--- config.mk ---
export PLATFORM = sky130hd
export DESIGN_NAME = mac_stream_unit
export DESIGN_NICKNAME = d
export VERILOG_FILES = /design/src/rtl/mac_stream_unit.sv
export SDC_FILE = /design/constraint.sdc
export NUM_CORES = 1
export LEC_CHECK = 0
export BUFFER_PORTS_ARGS = -buffer_cell sky130_fd_sc_hd__buf_2
export CAP_MARGIN = 0
export CORE_ASPECT_RATIO = 0.75
export CORE_MARGIN = 2
export CORE_UTILIZATION = 45
export DETAILED_ROUTE_END_ITERATION = 10
export SETUP_SLACK_MARGIN = 0.1
export SYNTH_ARGS = -nofsm -noshare
export SYNTH_HDL_FRONTEND = slang
export SYNTH_SLANG_ARGS = --single-unit
--- constraint.sdc ---
create_clock -name clk -period 10.6 [get_ports clk]
set_input_delay 2.12 -clock clk [delete_from_list [all_inputs] [get_ports clk]]
set_output_delay 2.12 -clock clk [all_outputs]
set_load 0.005 [all_outputs]
--- src/rtl/mac_stream_unit.sv ---
// rtl/mac_stream_unit.sv - streaming multiply-accumulate engine with per-run length, sign mode and overflow handling
module mac_stream_unit #(
  parameter int DW    = 8,
  parameter int CW    = 8,
  parameter int ACC_W = 24,
  parameter int SAT   = 1
) (
  input  logic             clk,
  input  logic             reset_n,
  input  logic             go,
  input  logic             stop,
  input  logic [CW-1:0]    len,
  input  logic             signed_mode,
  input  logic             in_valid,
  input  logic [DW-1:0]    a_in,
  input  logic [DW-1:0]    b_in,
  output logic             in_ready,
  output logic             idle,
  output logic             busy,
  output logic             done,
  output logic             overflow,
  output logic [ACC_W-1:0] result,
  output logic [ACC_W-1:0] acc,
  output logic [CW-1:0]    count,
  output logic [CW-1:0]    count_last
);

  typedef enum logic [1:0] {S_IDLE, S_RUN, S_DONE} state_t;

  localparam int XW = ACC_W + 1;

  state_t          state;
  logic [CW-1:0]   len_q;
  logic            signed_q;

  logic [2*DW-1:0] a_x, b_x, prod;
  logic [XW-1:0]   p_ext, acc_x, sum;
  logic            ovf;
  logic [ACC_W-1:0] acc_nx;
  logic [CW-1:0]   count_nx;

  assign in_ready = busy & ~stop;
  assign count_nx = count + 1'b1;

  // Operands are extended to 2*DW before one multiplier; the low 2*DW bits
  // are the correct product in both signed and unsigned interpretations.
  always_comb begin
    a_x    = signed_q ? {{DW{a_in[DW-1]}}, a_in} : {{DW{1'b0}}, a_in};
    b_x    = signed_q ? {{DW{b_in[DW-1]}}, b_in} : {{DW{1'b0}}, b_in};
    prod   = a_x * b_x;
    p_ext  = {{(XW-2*DW){signed_q & prod[2*DW-1]}}, prod};
    acc_x  = {signed_q & acc[ACC_W-1], acc};
    sum    = acc_x + p_ext;
    ovf    = signed_q ? (sum[ACC_W] ^ sum[ACC_W-1]) : sum[ACC_W];
    acc_nx = sum[ACC_W-1:0];
    if (ovf && (SAT != 0)) begin
      if (!signed_q)
        acc_nx = '1;
      else if (sum[ACC_W])
        acc_nx = {1'b1, {(ACC_W-1){1'b0}}};
      else
        acc_nx = {1'b0, {(ACC_W-1){1'b1}}};
    end
  end

  always_ff @(posedge clk or negedge reset_n) begin
    if (!reset_n) begin
      state      <= S_IDLE;
      idle       <= 1'b1;
      busy       <= 1'b0;
      done       <= 1'b0;
      overflow   <= 1'b0;
      len_q      <= '0;
      signed_q   <= 1'b0;
      acc        <= '0;
      count      <= '0;
      result     <= '0;
      count_last <= '0;
    end else begin
      case (state)
        S_IDLE: begin
          if (go) begin
            acc      <= '0;
            count    <= '0;
            overflow <= 1'b0;
            idle     <= 1'b0;
            if (len == '0) begin
              result     <= '0;
              count_last <= '0;
              state      <= S_DONE;
              done       <= 1'b1;
            end else begin
              len_q    <= len;
              signed_q <= signed_mode;
              state    <= S_RUN;
              busy     <= 1'b1;
            end
          end
        end
        S_RUN: begin
          if (stop) begin
            result     <= acc;
            count_last <= count;
            state      <= S_DONE;
            busy       <= 1'b0;
            done       <= 1'b1;
          end else if (in_valid) begin
            acc   <= acc_nx;
            count <= count_nx;
            if (ovf)
              overflow <= 1'b1;
            if (count_nx == len_q) begin
              result     <= acc_nx;
              count_last <= count_nx;
              state      <= S_DONE;
              busy       <= 1'b0;
              done       <= 1'b1;
            end
          end
        end
        S_DONE: begin
          state <= S_IDLE;
          done  <= 1'b0;
          idle  <= 1'b1;
        end
        default: begin
          state <= S_IDLE;
          idle  <= 1'b1;
          busy  <= 1'b0;
          done  <= 1'b0;
        end
      endcase
    end
  end

endmodule

==> metrics <==
status=completed; CTS root buffer=clkbuf_16; via count=6956; Clock Latency Late Sink=around 0.34 ns; ant diodes=0; Final Max Slew Viols=0; First-pass DRT Iterations=5; number of flops mapped to enable cells by yosys=0; largest net degree at the start of global routing=54; slowest cell delay on critical path=0.56 ns; # rows=43; Hold WC Path Type=reg -> reg; Worst EP required=between 10 and 15 ns; Yosys warning count=0; ratio of cells with drive above 1 in the final layout=about an eighth; Seq cells post-synth=79; Post-synth top flop=dfrtp_1; largest cells by area after synthesis=dfrtp_1 (23%), fa_1 (16%), ha_1 (10%); first-pass GRT wire length=34900 µm; FF-to-FF path depth=32; die span in x=around 160 µm; RSZ-0062 raised after global routing=no; Net Count, Synth=around 1100; Syn Area/Cell=8.90 µm²; Worst path top cell family by delay=adder cells; antenna viol nets, final=0; Slowest cell on crit path=a221oi_1; cts repair resizes=0; post-route setup slack=0.655 ns; CP Depth=33; Max Freq=101 MHz; port bufs=98; Via density=5.38; relative slew slack=33.5%; final hold vios=0; H-Tree Level Count=3; setup_tns=0 ns; share of the synthesized area in the top cell type=between 20% and 30%; Area growth, synth to finish=11.0%; gr ovfl total=0; clk sinks=79; DRC=0; sequential share of the synthesized area=a little under a quarter; post-layout min period=9.94 ns; CP endpoint kind=flip-flop; Initial Util=between 40% and 50%; DRT Wirelength=20900 µm; GRT Util Overall=21.6%; number of global-route vias before repair=6675; antenna violations before repair=0; Placer Congestion=0.889; chip height=124 µm; CORE AREA=18600 µm²; die footprint=20300 µm²; num ports=99; Post-DP Area=between 9000 and 10000 µm²; count of cell types in the netlist=66; clk_skew=~0.0093 ns; Nets=1211; synthesized cell area=8620 µm²; worst slack, placed=0.364 ns; Layout Utilization=51.4%; area leader, netlist=dfrtp_1; Post-Syn Instances=969; Non-Filler Cell Area, Final=between 9000 and 10000 µm²; clk buf depth=2; setup violators final=0; postcts setup bufs=0; hpwl dp=16400 µm; Max-Cap Viols=0; CTS tree=built; routed length per instance=16.2 µm; # hold bufs at CTS=0; DRT iter0 DRCs=around 420; worst-path fanout max=18; most frequent cell after synthesis=inv_1; most used cell, CP=inv_1; Synth async-reset ratio=100%; CP arrival=10.16 ns; hold path depth=2; Setup crit start kind=input pin; synth cell count leaders=inv_1 (136), dfrtp_1 (78), ha_1 (72), fa_1 (69), and2_1 (64); Worst-path clk slew=~0.060 ns; worst slew pin tran=approximately 1.0 ns; Num CTS Buffers=9; CP Buf/Inv Count=9; WS Path Type=in -> reg; crit share post-route=93.8%
==> worst register-to-register path: cells and delay by family, from the launching register on <==
kind	cells	cell delay, ns
fa+ha+maj	8	3.39
simple gates	4	0.88
buf+inv	8	0.73
flops	1	0.82
compound gates	10	2.48
xor+xnor	2	0.41
==> cell type report <==
| type | instances | area, µm² |
|---|---|---|
| well taps | 247 | 309 |
| flip-flops and latches | 79 | 1980 |
| clock inverters | 2 | 35.0 |
| clock buffers | 14 | 244 |
| multi-input cells | 707 | 5950 |
| inverters | 138 | 518 |
| repair buffers | 105 | 546 |
| fillers | 1816 | 9040 |
==> flip-flops by register name, indices dropped and copies added (netlist names) <==
signal      flops
busy            1
count           8
state           2
acc            24
overflow        1
done            1
len_q           8
signed_q        1
idle            1
count_last      8
result         24
==> cells in the final DEF (no fill, tap or decap), types with 10 or more instances in the layout <==
master / synthesis / routed
o31ai_1: 38 / 38
nand3_1: 16 / 16
a21o_1: 12 / 12
buf_2: 6 / 97
a22o_1: 17 / 17
nor2_1: 52 / 52
fa_1: 69 / 69
o21a_1: 25 / 25
xnor2_1: 54 / 54
and3_1: 13 / 13
dfrtp_1: 78 / 78
o21ai_0: 47 / 47
inv_1: 136 / 136
and2_1: 64 / 64
nand2_1: 63 / 63
a21oi_1: 35 / 35
xor2_1: 10 / 10
nor2b_1: 12 / 12
ha_1: 72 / 72
==> per-stage QoR <==
step	cells	hold WS, ns
final	1292	0.471
after global routing	1292	0.500
after CTS	1292	0.476
after detailed placement	1276	0.463
after global placement	1276	0.458
after floorplan	969	0.473
==> path summary, 6_finish.rpt <==
kind | startpoint | to | slack (ns)
max reg2reg | signed_q | result[14] | 1.75
max in group asynchronous | reset_n | acc[9] | 7.87
min reg2reg | count_last[0] | count_last[0] | 0.47
max | a_in[7] | result[14] | 0.66
min | count_last[0] | count_last[0] | 0.47
min in group asynchronous | reset_n | count_last[6] | 1.69
==> logic make-up after synthesis <==
logic type	Yosys count	synth area share (%)
buffers and inverters	183	8.15
adder cells (fa/ha/maj)	141	26.5
AND/OR/NAND/NOR	264	15.6
multiplexers	12	1.51
XOR/XNOR	69	7.59
flip-flops	79	22.9
AO/OA/AOI/OAI	221	17.7
==> layer usage <==
layer / vias up / GRT usage (%) / part of all wire (%)
met1: 3380 / 33.8 / 52
li1: 3393 / - / -
met4: 0 / 4.06 / 0.91
met2: 169 / 31.5 / 42
met5: - / 0 / 0
met3: 14 / 3.36 / 5.0
Power is not shown: default switching activity piles up to over one toggle a cycle in this logic, so the estimate is an artifact.
